===== src/rtl/frame5_collector_if.sv =====
// Sample-in / frame-out bus of the 5-sample frame collector.
// The slave modport is the collector itself; the master modport is the
// environment that feeds samples and consumes frames.
interface frame5_collector_if #(
    parameter int input_width = 37
);
    // serial sample side
    logic signed [input_width-1:0] din;
    logic                          data_valid;
    logic                          din_ready;

    // parallel frame side, dout1 = oldest sample, dout5 = newest
    logic signed [input_width-1:0] dout1;
    logic signed [input_width-1:0] dout2;
    logic signed [input_width-1:0] dout3;
    logic signed [input_width-1:0] dout4;
    logic signed [input_width-1:0] dout5;
    logic                          dout_valid;
    logic                          dout_ready;

    modport slave (
        input  din,
        input  data_valid,
        output din_ready,
        output dout1,
        output dout2,
        output dout3,
        output dout4,
        output dout5,
        output dout_valid,
        input  dout_ready
    );

    modport master (
        output din,
        output data_valid,
        input  din_ready,
        input  dout1,
        input  dout2,
        input  dout3,
        input  dout4,
        input  dout5,
        input  dout_valid,
        output dout_ready
    );
endinterface


===== src/rtl/frame5_collector.sv =====
// Collects a serial stream of signed samples into non-overlapping frames of
// five and presents each frame as five parallel registered words. The four
// collect slots act as the second buffer: the next frame fills while the
// current one waits downstream, and only its fifth sample is held off.
module frame5_collector #(
    parameter int input_width = 37
) (
    input  logic                 clk,
    input  logic                 rst,     // asynchronous, active low
    input  logic                 en,
    input  logic                 clear,
    frame5_collector_if.slave    bus
);

    typedef logic signed [input_width-1:0] word_t;

    // collect counter: number of samples already parked in the slots
    logic [2:0] cnt_q;
    logic [2:0] cnt_d;

    // collect slots and output bank
    word_t      slot_q [4];
    word_t      dout_q [5];
    logic       dout_valid_q;
    logic       dout_valid_d;

    // handshake decode
    logic       stall;
    logic       din_ready;
    logic       accept;
    logic       complete;
    logic       consume;
    logic [3:0] slot_load;

    // Back-pressure only the frame-completing sample while the bank is full
    // and not being drained; everything else keeps flowing.
    always_comb begin
        stall     = (cnt_q == 3'd4) && dout_valid_q && !bus.dout_ready;
        din_ready = en && !clear && !stall;
        accept    = bus.data_valid && din_ready;
        complete  = accept && (cnt_q == 3'd4);
        consume   = dout_valid_q && bus.dout_ready;
    end

    // Next collect count: clear wins, completion wraps back to zero.
    always_comb begin
        cnt_d = cnt_q;
        if (clear) begin
            cnt_d = 3'd0;
        end else if (accept) begin
            if (cnt_q == 3'd4) begin
                cnt_d = 3'd0;
            end else begin
                cnt_d = cnt_q + 3'd1;
            end
        end
    end

    // Output valid: a completing frame keeps it high even when the previous
    // frame is consumed in the same cycle, giving zero-bubble back-to-back.
    always_comb begin
        dout_valid_d = dout_valid_q;
        if (complete) begin
            dout_valid_d = 1'b1;
        end else if (consume) begin
            dout_valid_d = 1'b0;
        end
    end

    // Collect counter and output valid registers.
    always_ff @(posedge clk or negedge rst) begin
        if (!rst) begin
            cnt_q        <= 3'd0;
            dout_valid_q <= 1'b0;
        end else begin
            cnt_q        <= cnt_d;
            dout_valid_q <= dout_valid_d;
        end
    end

    // One load strobe and one register per collect slot.
    generate
        for (genvar gi = 0; gi < 4; gi++) begin : g_slot
            word_t slot_d;

            always_comb begin
                slot_load[gi] = accept && (cnt_q == 3'(gi));
                slot_d        = slot_load[gi] ? word_t'(bus.din) : slot_q[gi];
            end

            // Slot register; not zeroed by clear since the count discards it.
            always_ff @(posedge clk or negedge rst) begin
                if (!rst) begin
                    slot_q[gi] <= '0;
                end else begin
                    slot_q[gi] <= slot_d;
                end
            end
        end
    endgenerate

    // Output bank: words 0..3 come from the slots, word 4 straight from din.
    generate
        for (genvar gi = 0; gi < 5; gi++) begin : g_dout
            word_t dout_d;
            word_t src;

            always_comb begin
                if (gi == 4) begin
                    src = word_t'(bus.din);
                end else begin
                    src = slot_q[(gi < 4) ? gi : 0];
                end
                dout_d = complete ? src : dout_q[gi];
            end

            // Output word register; holds its value after the frame is taken.
            always_ff @(posedge clk or negedge rst) begin
                if (!rst) begin
                    dout_q[gi] <= '0;
                end else begin
                    dout_q[gi] <= dout_d;
                end
            end
        end
    endgenerate

    assign bus.din_ready  = din_ready;
    assign bus.dout1      = dout_q[0];
    assign bus.dout2      = dout_q[1];
    assign bus.dout3      = dout_q[2];
    assign bus.dout4      = dout_q[3];
    assign bus.dout5      = dout_q[4];
    assign bus.dout_valid = dout_valid_q;

endmodule


===== src/flat_wrapper.sv =====
// flat-port wrapper written by rule: the top's interface ports become plain ports
module frame5_collector_flat 
#(
    parameter int input_width = 37
)
  (clk, rst, en, clear, bus_din, bus_data_valid, bus_din_ready, bus_dout1, bus_dout2, bus_dout3, bus_dout4, bus_dout5, bus_dout_valid, bus_dout_ready);
  frame5_collector_if #(.input_width(input_width)) bus_i ();
  input  logic clk;
  input  logic rst;
  input  logic en;
  input  logic clear;
  input wire logic [$bits(bus_i.din)-1:0] bus_din;
  input wire logic [$bits(bus_i.data_valid)-1:0] bus_data_valid;
  output wire logic [$bits(bus_i.din_ready)-1:0] bus_din_ready;
  output wire logic [$bits(bus_i.dout1)-1:0] bus_dout1;
  output wire logic [$bits(bus_i.dout2)-1:0] bus_dout2;
  output wire logic [$bits(bus_i.dout3)-1:0] bus_dout3;
  output wire logic [$bits(bus_i.dout4)-1:0] bus_dout4;
  output wire logic [$bits(bus_i.dout5)-1:0] bus_dout5;
  output wire logic [$bits(bus_i.dout_valid)-1:0] bus_dout_valid;
  input wire logic [$bits(bus_i.dout_ready)-1:0] bus_dout_ready;
  assign bus_i.din = bus_din;
  assign bus_i.data_valid = bus_data_valid;
  assign bus_din_ready = bus_i.din_ready;
  assign bus_dout1 = bus_i.dout1;
  assign bus_dout2 = bus_i.dout2;
  assign bus_dout3 = bus_i.dout3;
  assign bus_dout4 = bus_i.dout4;
  assign bus_dout5 = bus_i.dout5;
  assign bus_dout_valid = bus_i.dout_valid;
  assign bus_i.dout_ready = bus_dout_ready;
  frame5_collector #(.input_width(input_width)) u_core (.clk(clk), .rst(rst), .en(en), .clear(clear), .bus(bus_i));
endmodule

===== config.mk =====
export PLATFORM = sky130hd
export DESIGN_NAME = frame5_collector_flat
export DESIGN_NICKNAME = d
export VERILOG_FILES = /design/src/rtl/frame5_collector_if.sv /design/src/rtl/frame5_collector.sv /design/src/flat_wrapper.sv
export SDC_FILE = /design/constraint.sdc
export NUM_CORES = 1
export LEC_CHECK = 0
export ABC_CLOCK_PERIOD_IN_PS = 2020
export CORE_AREA = 8 8 171 173
export CTS_BUF_LIST = sky130_fd_sc_hd__clkbuf_8
export DETAILED_ROUTE_END_ITERATION = 10
export DIE_AREA = 0 0 179 181
export PLACE_DENSITY = 0.77
export SLEW_MARGIN = 20
export SYNTH_ARGS = -nofsm -noshare
export SYNTH_HDL_FRONTEND = slang
export SYNTH_SLANG_ARGS = --single-unit

===== constraint.sdc =====
create_clock -name clk -period 2.02 [get_ports clk]
set_clock_uncertainty 0.15 [all_clocks]
set_input_delay 0.404 -clock clk [delete_from_list [all_inputs] [get_ports clk]]
set_output_delay 0.404 -clock clk [all_outputs]
set_load 0.01 [all_outputs]

# --- Word-level counts from Yosys, hierarchy flattened ---
# Index checks and enable logic that the tools add are counted.
word_totals:
  reg_bits: 337
  elab_cells: 38
op_classes:
  addsub: 1
  eq_ne: 4
  muxes: 5
  n_reduce_logical: 17
ops:
  columns: ["op", "n"]
  rows:
  - ["1-bit logical AND", 11]
  - ["3-bit two-way mux", 3]
  - ["3-bit by 2-bit == test with 1-bit output, second input constant", 2]
  - ["2-bit nonzero test", 2]
  - ["3-bit by 1-bit adder with 3-bit output, second input constant", 1]
  - ["3-bit by 1-bit == test with 1-bit output, second input constant", 1]
  - ["3-bit == test, second input constant", 1]
  - ["1-bit zero test", 3]
  - ["3-bit zero test", 1]
  - ["1-bit two-way mux", 2]

# --- Longest topological paths before layout ---
depth:
  word_depth: 8
  ltp_mapped: 7
  depth_no_buf: 5

# --- Worst setup path before layout ---
# OpenSTA, ideal clock, no wires.
synth_path:
  path_type: "register -> register"
  from: "register u_core.cnt_q[0]"
  to: "register u_core.slot_q, in the netlist u_core.g_dout[3].src[10]"
  setup_time_ns: 0.125
  arrival_time_ns: 1.740
  slack_ns: 0.005
  stages_incl_launch_ff: 8
  n_path_buf: 2
  period_less_slack_ns: 2.015
  cell_sequence: "dfrtp_1 inv_1 ha_1 and4b_1 and4b_1 buf_6 buf_6 mux2_4"
synth_between:
  elab_chain_cells: 7
synth_rtl:
  columns: ["element", "line_no", "text"]
  rows:
  - ["start: declaration", "frame5_collector.sv:18", "logic [2:0] cnt_q;"]
  - ["start signal: assignment", "frame5_collector.sv:76", "cnt_q <= cnt_d;"]
  - ["3-bit == test", "frame5_collector.sv:38", "stall = (cnt_q == 3'd4) && dout_valid_q && !bus.dout_ready;"]
  - ["1-bit logical AND (2 in a row)", "frame5_collector.sv:38", null]
  - ["1-bit zero test", "frame5_collector.sv:39", "din_ready = en && !clear && !stall;"]
  - ["1-bit logical AND", "frame5_collector.sv:39", null]
  - ["1-bit logical AND", "frame5_collector.sv:40", "accept = bus.data_valid && din_ready;"]
  - ["1-bit logical AND *", "frame5_collector.sv:87", "slot_load[gi] = accept && (cnt_q == 3'(gi));"]
  - ["end signal: indexed assignment", "frame5_collector.sv:96", "slot_q[gi] <= slot_d;"]
  - ["end: declaration", "frame5_collector.sv:22", "word_t slot_q [4];"]
# Mark *: on every way between the ends. The rest lies on a longest branch, timed or not.
# A chain may end at the register's enable or synchronous reset.

# --- Worst setup path in the final report ---
layout_path:
  from: "register u_core.cnt_q[0]"
  to: "register u_core.dout_q, in the netlist u_core.bus.dout4[10]"
layout_between:
  elab_chain_cells: 7
layout_rtl:
  columns: ["element", "line_no", "text"]
  rows:
  - ["3-bit == test *", "frame5_collector.sv:38, frame5_collector.sv:41", null]
  - ["1-bit logical AND (2 in a row)", "frame5_collector.sv:38", null]
  - ["1-bit zero test", "frame5_collector.sv:39", null]
  - ["1-bit logical AND", "frame5_collector.sv:39", null]
  - ["1-bit logical AND", "frame5_collector.sv:40", null]
  - ["1-bit logical AND *", "frame5_collector.sv:41", "complete = accept && (cnt_q == 3'd4);"]
  - ["end signal: indexed assignment", "frame5_collector.sv:122", "dout_q[gi] <= dout_d;"]
  - ["end: declaration", "frame5_collector.sv:23", "word_t dout_q [5];"]
# Marks and branches as above.

==> results <==
## how the worst min path moves through the flow
stage                                          endpoint  depth (start not counted)  slack (ns)
floorplan               u_core.bus.dout1[0]$_DFFE_PN0P_                          0       -0.04
global placement    u_core.g_dout[1].src[2]$_DFFE_PN0P_                          1        0.20
detailed placement  u_core.g_dout[1].src[2]$_DFFE_PN0P_                          1        0.21
CTS                     u_core.bus.dout2[4]$_DFFE_PN0P_                          2        0.18
global route            u_core.bus.dout1[7]$_DFFE_PN0P_                          2        0.20
finish              u_core.g_dout[1].src[2]$_DFFE_PN0P_                          2        0.20
## sequential cells by signal, summed over array words and instances, names as in the netlist
| register | count |
|---|---|
| u_core.bus.dout2 | 37 |
| u_core.bus.dout4 | 37 |
| u_core.cnt_q | 3 |
| u_core.g_dout.src | 148 |
| u_core.bus.dout_valid | 1 |
| u_core.bus.dout1 | 37 |
| u_core.bus.dout3 | 37 |
| u_core.bus.dout5 | 37 |
## synth_stat cells, types with 3 or more instances
master	n	area, µm²
a21oi_1	4	20.0
buf_2	12	60.1
buf_4	12	90.1
buf_6	9	101
dfrtp_1	337	8430
ha_1	5	62.6
inv_1	4	15.0
mux2_1	99	1110
mux2_2	204	2300
mux2_4	30	450
nor2b_1	3	18.8
## layout by cell type, fill, tap and decap left out, types with 2 or more instances in the layout
master           instances
nor3_4                   2
buf_12                  20
buf_8                   12
clkbuf_8                73
bufinv_16                3
buf_4                   28
clkbuf_16               15
nor2b_1                  3
inv_1                   12
nand4_1                  2
o21ai_0                  2
buf_6                    5
inv_2                    2
buf_16                   8
dfrtp_1                337
clkdlybuf4s50_1         41
clkinv_2                 7
dlygate4sd2_1          160
nand2_2                  2
a21oi_1                  4
ha_1                     4
mux2_4                  97
dlymetal6s2s_1          26
clkinvlp_4               2
mux2_2                 187
mux2_1                  49
## cells by family (layout without fill, tap and decap cells)
family | Yosys count | count (layout)
AOI/OAI and AO/OA | 8 | 8
adders and majority gates | 5 | 5
buffers and inverters | 37 | 418
DFF | 337 | 337
muxes | 333 | 333
and+or+nand+nor | 15 | 15
## per-stage QoR
stage / hold WS, ns / util [%]
floorplan: -0.0416 / -
global placement: 0.204 / 60.1
detailed placement: 0.205 / 60.1
CTS: 0.184 / 64.6
global route: 0.204 / 68.2
finish: 0.199 / 68.2
## timing repair
| action | CTS | global route |
|---|---|---|
| pin swaps | 3 | 2 |
| resized for setup | 182 | 119 |
| setup endpoints to repair | 375 | 285 |
| setup buffers | 3 | 13 |
| cloned | 3 | 19 |
| hold buffers | 1 | 0 |
| endpoints found under the hold margin | 141 | 0 |
## routing by layer
metal | vias to the layer above | wire length [µm] | track usage [%]
met5 | - | 0 | 0
met4 | 0 | 452 | 3.97
met3 | 47 | 1900 | 4.42
met2 | 198 | 16000 | 29.3
met1 | 4046 | 14200 | 23.8
li1 | 3319 | - | -
## where the power goes
group	switching [mW]	internal (mW)
combinational	0.366	0.468
clock	2.65	3.60
sequential	0.190	7.12
## final cells by class
cell class	instances	area [µm²]
Clock buffer	73	1000
Clock inverter	23	186
Fill cell	1818	8420
Inverter	4	15.0
Multi-Input combinational cell	361	4390
Sequential cell	337	8430
Tap cell	341	427
Timing Repair Buffer	318	3630
## critical path: cells and delay by family, from the launching register on
family / cells / cell delay, ns
flip-flops: 1 / 0.39
adder cells (fa/ha/maj): 1 / 0.14
buffers and inverters: 6 / 0.78
AND/OR/NAND/NOR: 2 / 0.28
multiplexers: 1 / 0.33
==> impl_metrics.json <==
{
  "synth_nets": 783,
  "syn_area_um2": 12800,
  "critical_path_class": "reg -> reg",
  "die_w_um": 179,
  "clock-sinks": 337,
  "final_antenna_net_count": 0,
  "place_ws_ns": -0.337,
  "rows": 60,
  "synth_compound_area_share_pct": 0.361,
  "setup_viol": 245,
  "synth_cells": 735,
  "avgSynthCellArea_um2": 17.4,
  "synth-seq-cells": 337,
  "worstPathMaxFanout": 7,
  "crit_path_start_kind": "flip-flop",
  "fin_area_um2": 18100,
  "synthArstFlopShare_pct": 100,
  "grt_pass1_wl_um": 46300,
  "rsz0062_at_grt": "true",
  "drive_gt1_share_pct": 42.2,
  "antennaDiodeCount": 0,
  "slew_headroom_pct": 69.5,
  "drtPass1Iterations": 4,
  "synth-edff-count": 0,
  "seq_area_frac_synth_pct": 65.8,
  "grtUsageTotal_pct": 17.9,
  "wirelength_um": 32500,
  "synth-simple-area-share_pct": 1.08,
  "violations": "negative setup slack",
  "slowest_stage": "dfrtp_1",
  "place_area_um2": 15900,
  "antenna_found_initial": 0,
  "end_kind": "flip-flop",
  "r2r_end": "u_core.bus.dout4[10]$_DFFE_PN0P_",
  "drcViolationCount": 0,
  "start_util_pct": 48.3,
  "status": "finished with violations",
  "dpl.hpwl_um": 19400,
  "gp_congestion": 0.790,
  "power_density_nw_per_um2": 796,
  "path_cells": "inv_2 > ha_4 > buf_4 > nand2_4 > nor3_4 > buf_6 > clkbuf_16 > buf_12 > buf_16 > mux2_2",
  "min_period_ns": 2.20,
  "initialDrtViolationCount": 392,
  "grt_max_degree": 60,
  "worst_pin_slew_ns": 0.458,
  "synthMuxAreaShare_pct": 30.2,
  "viasPerCell": 5.22,
  "min_period_over_period_pct": 109,
  "worstRegToRegCells": 10,
  "io_buffer_count": 229,
  "peakVddDrop_uv": 731,
  "total_power_mw": 14.4,
  "yosysUniqueCellTypes": 22,
  "wl_per_cell_um": 22.3,
  "maxCapViolations": 0,
  "ys_warn_count": 0,
  "vias": 7610,
  "path_clk_slew_ns": 0.06,
  "grt_overflow": 0,
  "tns_ns": -19.69,
  "setup_ws_ns": -0.179,
  "nNetsFinal": 1124,
  "die_y_um": 181,
  "place_inst": 1323,
  "core_um2": 26500,
  "critPathMaxStageDelay_ns": 0.39,
  "clk_latency_ns": 0.57,
  "dieArea_um2": 32400,
  "required_ns": 2.33,
  "grt_pass1_vias": 8125,
  "synth_top_family_by_area": "multiplexers",
  "r2r_slack_ns": -0.18,
  "cts_buffer_depth": 3,
  "cts-root-buf": "clkbuf_8",
  "fmax_mhz": 455,
  "hold_viol_final": 0,
  "hp-class": "in -> async",
  "h-tree-depth": 2,
  "timing.rr.start": "u_core.cnt_q[0]$_DFFE_PN0P_",
  "ys.flop_type": "dfrtp_1",
  "synthAdderAreaFrac_pct": 0.488,
  "crit_path_end": "u_core.bus.dout4[10]$_DFFE_PN0P_",
  "tritoncts": "built",
  "slew_violations": 0,
  "cp.arrival_ns": 2.51,
  "startpoint": "u_core.cnt_q[0]$_DFFE_PN0P_",
  "area_delta_synth_final_pct": 41.1,
  "cts_buffers": 54,
  "pin_count": 230,
  "synth_xor_area_share_pct": 0,
  "fin_cells": 1457,
  "p_leak_nw": 9.97
}
Power figures use the tool's default switching activity.
